`src/rtl/conv_pkg.sv`:
```
// Shared geometry and FSM encoding for the convolution stream loader.
// Every width below is derived from DIM and PIX_W.
package conv_pkg;

    localparam int DIM       = 9;
    localparam int PIX_W     = 8;
    localparam int FRAME_PIX = DIM * DIM;
    localparam int MAT_W     = FRAME_PIX * PIX_W;
    localparam int IDX_W     = $clog2(FRAME_PIX);

    localparam logic [IDX_W-1:0] LAST_IDX = IDX_W'(FRAME_PIX - 1);

    typedef enum logic [1:0] {
        ST_LOAD  = 2'd0,
        ST_START = 2'd1,
        ST_WAIT  = 2'd2,
        ST_DRAIN = 2'd3
    } state_t;

endpackage

```
`src/rtl/conv_pix_mux.sv`:
```
// Picks pixel idx_i out of a flat row-major matrix.
// Purely combinational, zero latency, no flow control.
module conv_pix_mux
    import conv_pkg::*;
(
    input  logic [MAT_W-1:0] mat_i,
    input  logic [IDX_W-1:0] idx_i,
    output logic [PIX_W-1:0] pix_o
);

    assign pix_o = mat_i[idx_i*PIX_W +: PIX_W];

endmodule

```
`src/rtl/conv_frame_loader.sv`:
```
// Stream <-> flat-matrix bridge for the conv engine; optional watchdog via CONV_TIMEOUT_EN.
// Latency: start 1 cycle after last input accept, m_valid 1 cycle after done rises; s_ready only in LOAD, m_data held while !m_ready.
module conv_frame_loader
    import conv_pkg::*;
#(
    parameter int TMO_CYC = 4096
)
(
    input  logic             clk,
    input  logic             rst,
    input  logic             s_valid,
    output logic             s_ready,
    input  logic [PIX_W-1:0] s_data,
    output logic             conv_start,
    output logic [MAT_W-1:0] conv_in,
    input  logic             conv_done,
    input  logic [MAT_W-1:0] conv_out,
    output logic             m_valid,
    input  logic             m_ready,
    output logic [PIX_W-1:0] m_data,
    output logic             m_last,
    output logic             busy,
    output logic             tmo_err
);

    state_t           state_q, state_d;
    logic [IDX_W-1:0] idx_q, idx_d;
    logic [MAT_W-1:0] conv_in_q, conv_in_d;
    logic [MAT_W-1:0] out_buf_q, out_buf_d;
    logic             done_q;
    logic             done_rise;
    logic             tmo_hit;

    // done_q tracks the level in every state, so a done still high from the
    // previous frame is seen as already-high when WAIT is entered.
    assign done_rise = conv_done && !done_q;

`ifdef CONV_TIMEOUT_EN
    localparam int TMO_W = $clog2(TMO_CYC + 1);

    logic [TMO_W-1:0] tmo_cnt_q, tmo_cnt_d;
    logic             tmo_err_q;

    assign tmo_hit   = (state_q == ST_WAIT) && !done_rise &&
                       (tmo_cnt_q == TMO_W'(TMO_CYC - 1));
    assign tmo_cnt_d = ((state_q == ST_WAIT) && (state_d == ST_WAIT)) ?
                       tmo_cnt_q + 1'b1 : '0;

    always_ff @(posedge clk or negedge rst) begin
        if (!rst) begin
            tmo_cnt_q <= '0;
            tmo_err_q <= 1'b0;
        end else begin
            tmo_cnt_q <= tmo_cnt_d;
            tmo_err_q <= tmo_err_q | tmo_hit;
        end
    end

    assign tmo_err = tmo_err_q;
`else
    logic unused_tmo;

    assign unused_tmo = ^TMO_CYC;
    assign tmo_hit    = 1'b0;
    assign tmo_err    = 1'b0;
`endif

    always_comb begin
        state_d    = state_q;
        idx_d      = idx_q;
        conv_in_d  = conv_in_q;
        out_buf_d  = out_buf_q;
        s_ready    = 1'b0;
        conv_start = 1'b0;
        m_valid    = 1'b0;
        m_last     = 1'b0;
        busy       = 1'b1;

        case (state_q)
            ST_LOAD: begin
                busy    = 1'b0;
                s_ready = 1'b1;
                if (s_valid) begin
                    conv_in_d[idx_q*PIX_W +: PIX_W] = s_data;
                    if (idx_q == LAST_IDX) begin
                        idx_d   = '0;
                        state_d = ST_START;
                    end else begin
                        idx_d = idx_q + 1'b1;
                    end
                end
            end
            ST_START: begin
                conv_start = 1'b1;
                state_d    = ST_WAIT;
            end
            ST_WAIT: begin
                if (done_rise) begin
                    out_buf_d = conv_out;
                    state_d   = ST_DRAIN;
                end else if (tmo_hit) begin
                    // Emit a zero frame so downstream framing stays aligned.
                    out_buf_d = '0;
                    state_d   = ST_DRAIN;
                end
            end
            ST_DRAIN: begin
                m_valid = 1'b1;
                m_last  = (idx_q == LAST_IDX);
                if (m_ready) begin
                    if (idx_q == LAST_IDX) begin
                        idx_d   = '0;
                        state_d = ST_LOAD;
                    end else begin
                        idx_d = idx_q + 1'b1;
                    end
                end
            end
            default: begin
                idx_d   = '0;
                state_d = ST_LOAD;
            end
        endcase
    end

    always_ff @(posedge clk or negedge rst) begin
        if (!rst) begin
            state_q   <= ST_LOAD;
            idx_q     <= '0;
            conv_in_q <= '0;
            out_buf_q <= '0;
            done_q    <= 1'b0;
        end else begin
            state_q   <= state_d;
            idx_q     <= idx_d;
            conv_in_q <= conv_in_d;
            out_buf_q <= out_buf_d;
            done_q    <= conv_done;
        end
    end

    assign conv_in = conv_in_q;

    conv_pix_mux u_pix_mux (
        .mat_i (out_buf_q),
        .idx_i (idx_q),
        .pix_o (m_data)
    );

endmodule

```
`config.mk`:
```
export PLATFORM = sky130hd
export DESIGN_NAME = conv_frame_loader
export DESIGN_NICKNAME = d
export VERILOG_FILES = /design/src/rtl/conv_pkg.sv /design/src/rtl/conv_pix_mux.sv /design/src/rtl/conv_frame_loader.sv
export SDC_FILE = /design/constraint.sdc
export NUM_CORES = 2
export LEC_CHECK = 0
export ABC_AREA = 1
export BUFFER_PORTS_ARGS = -buffer_cell sky130_fd_sc_hd__clkbuf_2
export CAP_MARGIN = 20
export CORE_AREA = 3 3 517 519
export CTS_BUF_LIST = sky130_fd_sc_hd__clkbuf_4 sky130_fd_sc_hd__clkbuf_8
export DETAILED_ROUTE_END_ITERATION = 10
export DIE_AREA = 0 0 520 522
export HOLD_SLACK_MARGIN = 0.06
export PLACE_DENSITY = 0.4
export SYNTH_ARGS = -nofsm -noshare
export SYNTH_HDL_FRONTEND = slang
export SYNTH_HIERARCHICAL = 1
export SYNTH_SLANG_ARGS = --single-unit
export TNS_END_PERCENT = 10
```
`constraint.sdc`:
```
create_clock -name clk -period 3.6 [get_ports clk]
set_input_delay 1.08 -clock clk [delete_from_list [all_inputs] [get_ports clk]]
set_output_delay 1.08 -clock clk [all_outputs]
set_load 0.01 [all_outputs]
```
==> impl_results.md <==
- Power density over the cells: 826 nW/µm²
- First-pass GRT wire length: roughly 460000 µm
- Routed vias: between 50k and 60k
- Final worst-path cycle share: 1.20
- RSZ-0062 raised after global routing: yes
- Top post-synthesis cells by area: dfrtp_1, nand2_1, mux2_2
- Initial Utilization: 0.235
- Hold Path Sink: out_buf_q[326]$_DFFE_PN0P_
- NumNets Final: between 9k and 10k
- Slew Viols, Final: 0
- Post-synth EDFFs: 0
- Relative slew margins: 0.281
- CTS tree: built
- Crit Path Max Fanout: 8
- Remaining DRCs: 0
- Setup slack at placement: -0.230 ns
- I/O pin total: roughly 1.3k
- R2r worst-path depth: 12
- WL final: between 300000 and 400000 µm
- Remaining Overflow, GRT: 0
- Vias per cell: approximately 4.7
- H-tree lvl count: 5
- WHS Path Cells: 2
- Startpoint Class: flop
- Reg2reg start: idx_q[1]$_DFFE_PN0P_
- Worst endpoint required time: 2.52 ns
- Clock tree root buffer cell: clkbuf_8
- Layout Cells excl Fill: approximately 12k
- Distinct cells, synth: 46
- Violated checks: setup timing
- Largest net degree at the start of global routing: between 100 and 150
- Yosys top cell area share: 0.530
- Min-delay src: conv_out[326]
- Final setup fails: 9
- Clock tree buffer depth: 4
- CTS Sinks: 1306
- Final hold viol count: 0
- Post-Syn Area: about 60000 µm²
- RR Endpoint: conv_in[85]$_DFFE_PN0P_
- Worst path arrival time: 3.24 ns
- Post-layout min period: ~4.3 ns
- Routed wire per std cell: 27.7 µm
- Layout cells sized above 1: 0.365
- R2R Setup Slk: ~0.26 ns
- FFs w/ async S/R, synth: 1.00
- Setup crit end kind: output pin
- Leakage power: about 0.041 µW
- DRT antenna net count: 0
- Vias in the first global route: about 58k
- Initial drt markers: about 4.8k
- Placed Cells: around 12k
- Synth Instances: roughly 6.9k
- DR pass1 iterations: 6
- Die ar.: 271000 µm²
- Gr usage total: 0.239
- Number of buffers created by CTS: approximately 280
- Clock-pin slew on the worst setup and hold paths: 0.06 ns
- YS warnings: 6
- Antenna violations before repair: 33
- Max_cap viols: 0
- Layout area overhead: 32.3%
- VDD IR max: roughly 0.54 mV
- Die extent in y: approximately 520 µm
- Clock skew: about 0.10 ns
- Buffers on Ports: roughly 1.3k
- Max Freq: roughly 230 MHz
- Syn nets: between 7k and 8k
- Critical path type: reg2out
- Largest area contributor in the netlist: dfrtp_1
- Yosys reg bits: ~1.3k
- Placer congestion estimate: between 0.9 and 1
- Core ar.: approximately 260000 µm²
- Avg Cell Area, Syn: roughly 9.0 µm²
- Slew @ Worst Pin: approximately 1.1 ns
- Hold Crit Class: in2reg
- Row count: 188
- Part of the Yosys area used for sequential elements: 0.530
- Top_reg_cell synth: dfrtp_1
- Latest clock arrival within the worst-skew pair: between 1 and 1.5 ns
- Die width: ~520 µm
- Status: complete, but fails checks
- HPWL Detailed: around 260000 µm
- Setup ws final: -0.721 ns
[synth_stat cells, types with 5 or more instances]
| library cell | count |
|---|---|
| a21oi_1 | 70 |
| buf_2 | 187 |
| nand4_2 | 25 |
| inv_1 | 67 |
| ha_1 | 7 |
| nand4_1 | 91 |
| nor2_2 | 49 |
| nand3_2 | 5 |
| nand4_4 | 10 |
| buf_6 | 9 |
| nand3_1 | 665 |
| nor2_1 | 543 |
| nand2_1 | 2356 |
| buf_4 | 35 |
| mux2_2 | 648 |
| o21ai_1 | 153 |
| o21ai_0 | 186 |
| nor3_1 | 92 |
| clkbuf_1 | 195 |
| nand2_4 | 5 |
| buf_1 | 16 |
| dfrtp_1 | 1306 |
| nor2_4 | 11 |
| nand2_2 | 5 |
| nand3b_1 | 11 |
| inv_2 | 30 |
| o211ai_1 | 13 |
| nor4_1 | 26 |
| nor3_2 | 11 |
[cell families (layout without fill, tap and decap cells)]
kind of cell    after synthesis  after routing  share of synthesized area
simple gates               3916           3916                      0.273
xor+xnor                      4              4                   0.000995
fa+ha+maj                     7              7                    0.00142
mux                         648            648                      0.118
compound gates              427            427                     0.0354
flops                      1306           1306                      0.530
buf+inv                     545           2238                     0.0403
other cells                   1             15                  0.0000608
[how the worst max path moves through the flow]
stage                         start                       end  slack, ns  depth (start not counted)
2_1_floorplan  idx_q[0]$_DFFE_PN0P_  conv_in[495]$_DFFE_PN0P_       0.91                         16
3_3_place_gp   idx_q[0]$_DFFE_PN0P_                 m_data[3]      -0.23                         12
3_5_place_dp   idx_q[0]$_DFFE_PN0P_                 m_data[3]      -0.23                         12
4_1_cts        idx_q[0]$_DFFE_PN0P_                 m_data[6]      -0.86                         15
5_1_grt        idx_q[0]$_DFFE_PN0P_                 m_data[5]      -0.96                         15
6_report       idx_q[0]$_DFFE_PN0P_                 m_data[2]      -0.72                         15
[layout by cell type (no fill, tap or decap), types with 26 or more instances in the layout]
| cell | n |
|---|---|
| clkbuf_8 | 342 |
| mux2_2 | 648 |
| nor2_2 | 57 |
| nand4_1 | 91 |
| nor3_1 | 92 |
| o21ai_0 | 166 |
| nor2_1 | 528 |
| clkbuf_2 | 1313 |
| dfrtp_1 | 1301 |
| a21oi_1 | 53 |
| inv_1 | 63 |
| nand2_1 | 2314 |
| o21ai_1 | 167 |
| nand3_2 | 73 |
| buf_4 | 220 |
| buf_12 | 86 |
| nand2_2 | 40 |
| nor4_1 | 26 |
| clkbuf_4 | 85 |
| inv_2 | 29 |
| nand3_1 | 583 |
[through the flow]
| stage | setup TNS (ns) | utilization | total power (µW) | cell area (µm²) | hold slack (ns) |
|---|---|---|---|---|---|
| detailed placement | -0.811 | 0.282 | 48400 | 74200 | 0.461 |
| global route | -7.78 | 0.311 | 70800 | 81500 | 0.165 |
| finish | -5.73 | 0.311 | 67400 | 81600 | 0.280 |
| floorplan | 0 | - | 35500 | 61600 | 0.474 |
| global placement | -0.798 | 0.282 | 48200 | 74100 | 0.457 |
| CTS | -7.28 | 0.310 | 67700 | 81300 | 0.128 |
[cell type report]
| cell class | instances | area [µm²] |
|---|---|---|
| diodes | 14 | 35.0 |
| repair buffers | 1671 | 11000 |
| well taps | 3515 | 4400 |
| fillers | 28300 | 181000 |
| clock buffers | 424 | 5300 |
| flip-flops and latches | 1306 | 32700 |
| inverters | 103 | 440 |
| clock inverters | 38 | 335 |
| repair inverters | 2 | 46.3 |
| multi-input cells | 5003 | 27300 |
[metal layers]
layer,up-vias,global-route usage,part of all wire
li1,25700,-,-
met1,28700,0.294,0.41
met2,2261,0.410,0.49
met3,551,0.0473,0.060
met4,8,0.0911,0.043
met5,-,0,0.00013
[registers in the layout, summed over array words and instances (netlist names)]
name / cells
conv_in: 648
done_q: 1
idx_q: 7
out_buf_q: 648
state_q: 2
[where the power goes]
part | switching (µW) | leakage [µW] | internal [µW]
combinational | 18700 | 0.0206 | 10500
clock | 7170 | 0.00300 | 9620
sequential | 2780 | 0.0169 | 18500
[worst max-delay path: stages, from the launching register on]
cell and delay [ns]:
dfrtp_4 0.50, buf_12 0.17, buf_16 0.17, buf_16 0.17, buf_16 0.18, nor2_1 0.10
nor2_1 0.04, o21ai_1 0.12, nand3_1 0.11, nand3_2 0.13, nand2_1 0.07, nand2_1 0.07
nand2_2 0.07, nand2_1 0.08, nand2_1 0.08, buf_2 0.14
[timing repair]
item                       4_1_cts  5_1_grt
hold endpoints to repair        28        0
buffers inserted                21        0
setup endpoints to repair        9       14
gates cloned                    16        4
pin swaps                       41       35
hold buffers                     1        0
gates resized for setup        205       60
No activity file was read; power rests on OpenSTA's default activity.
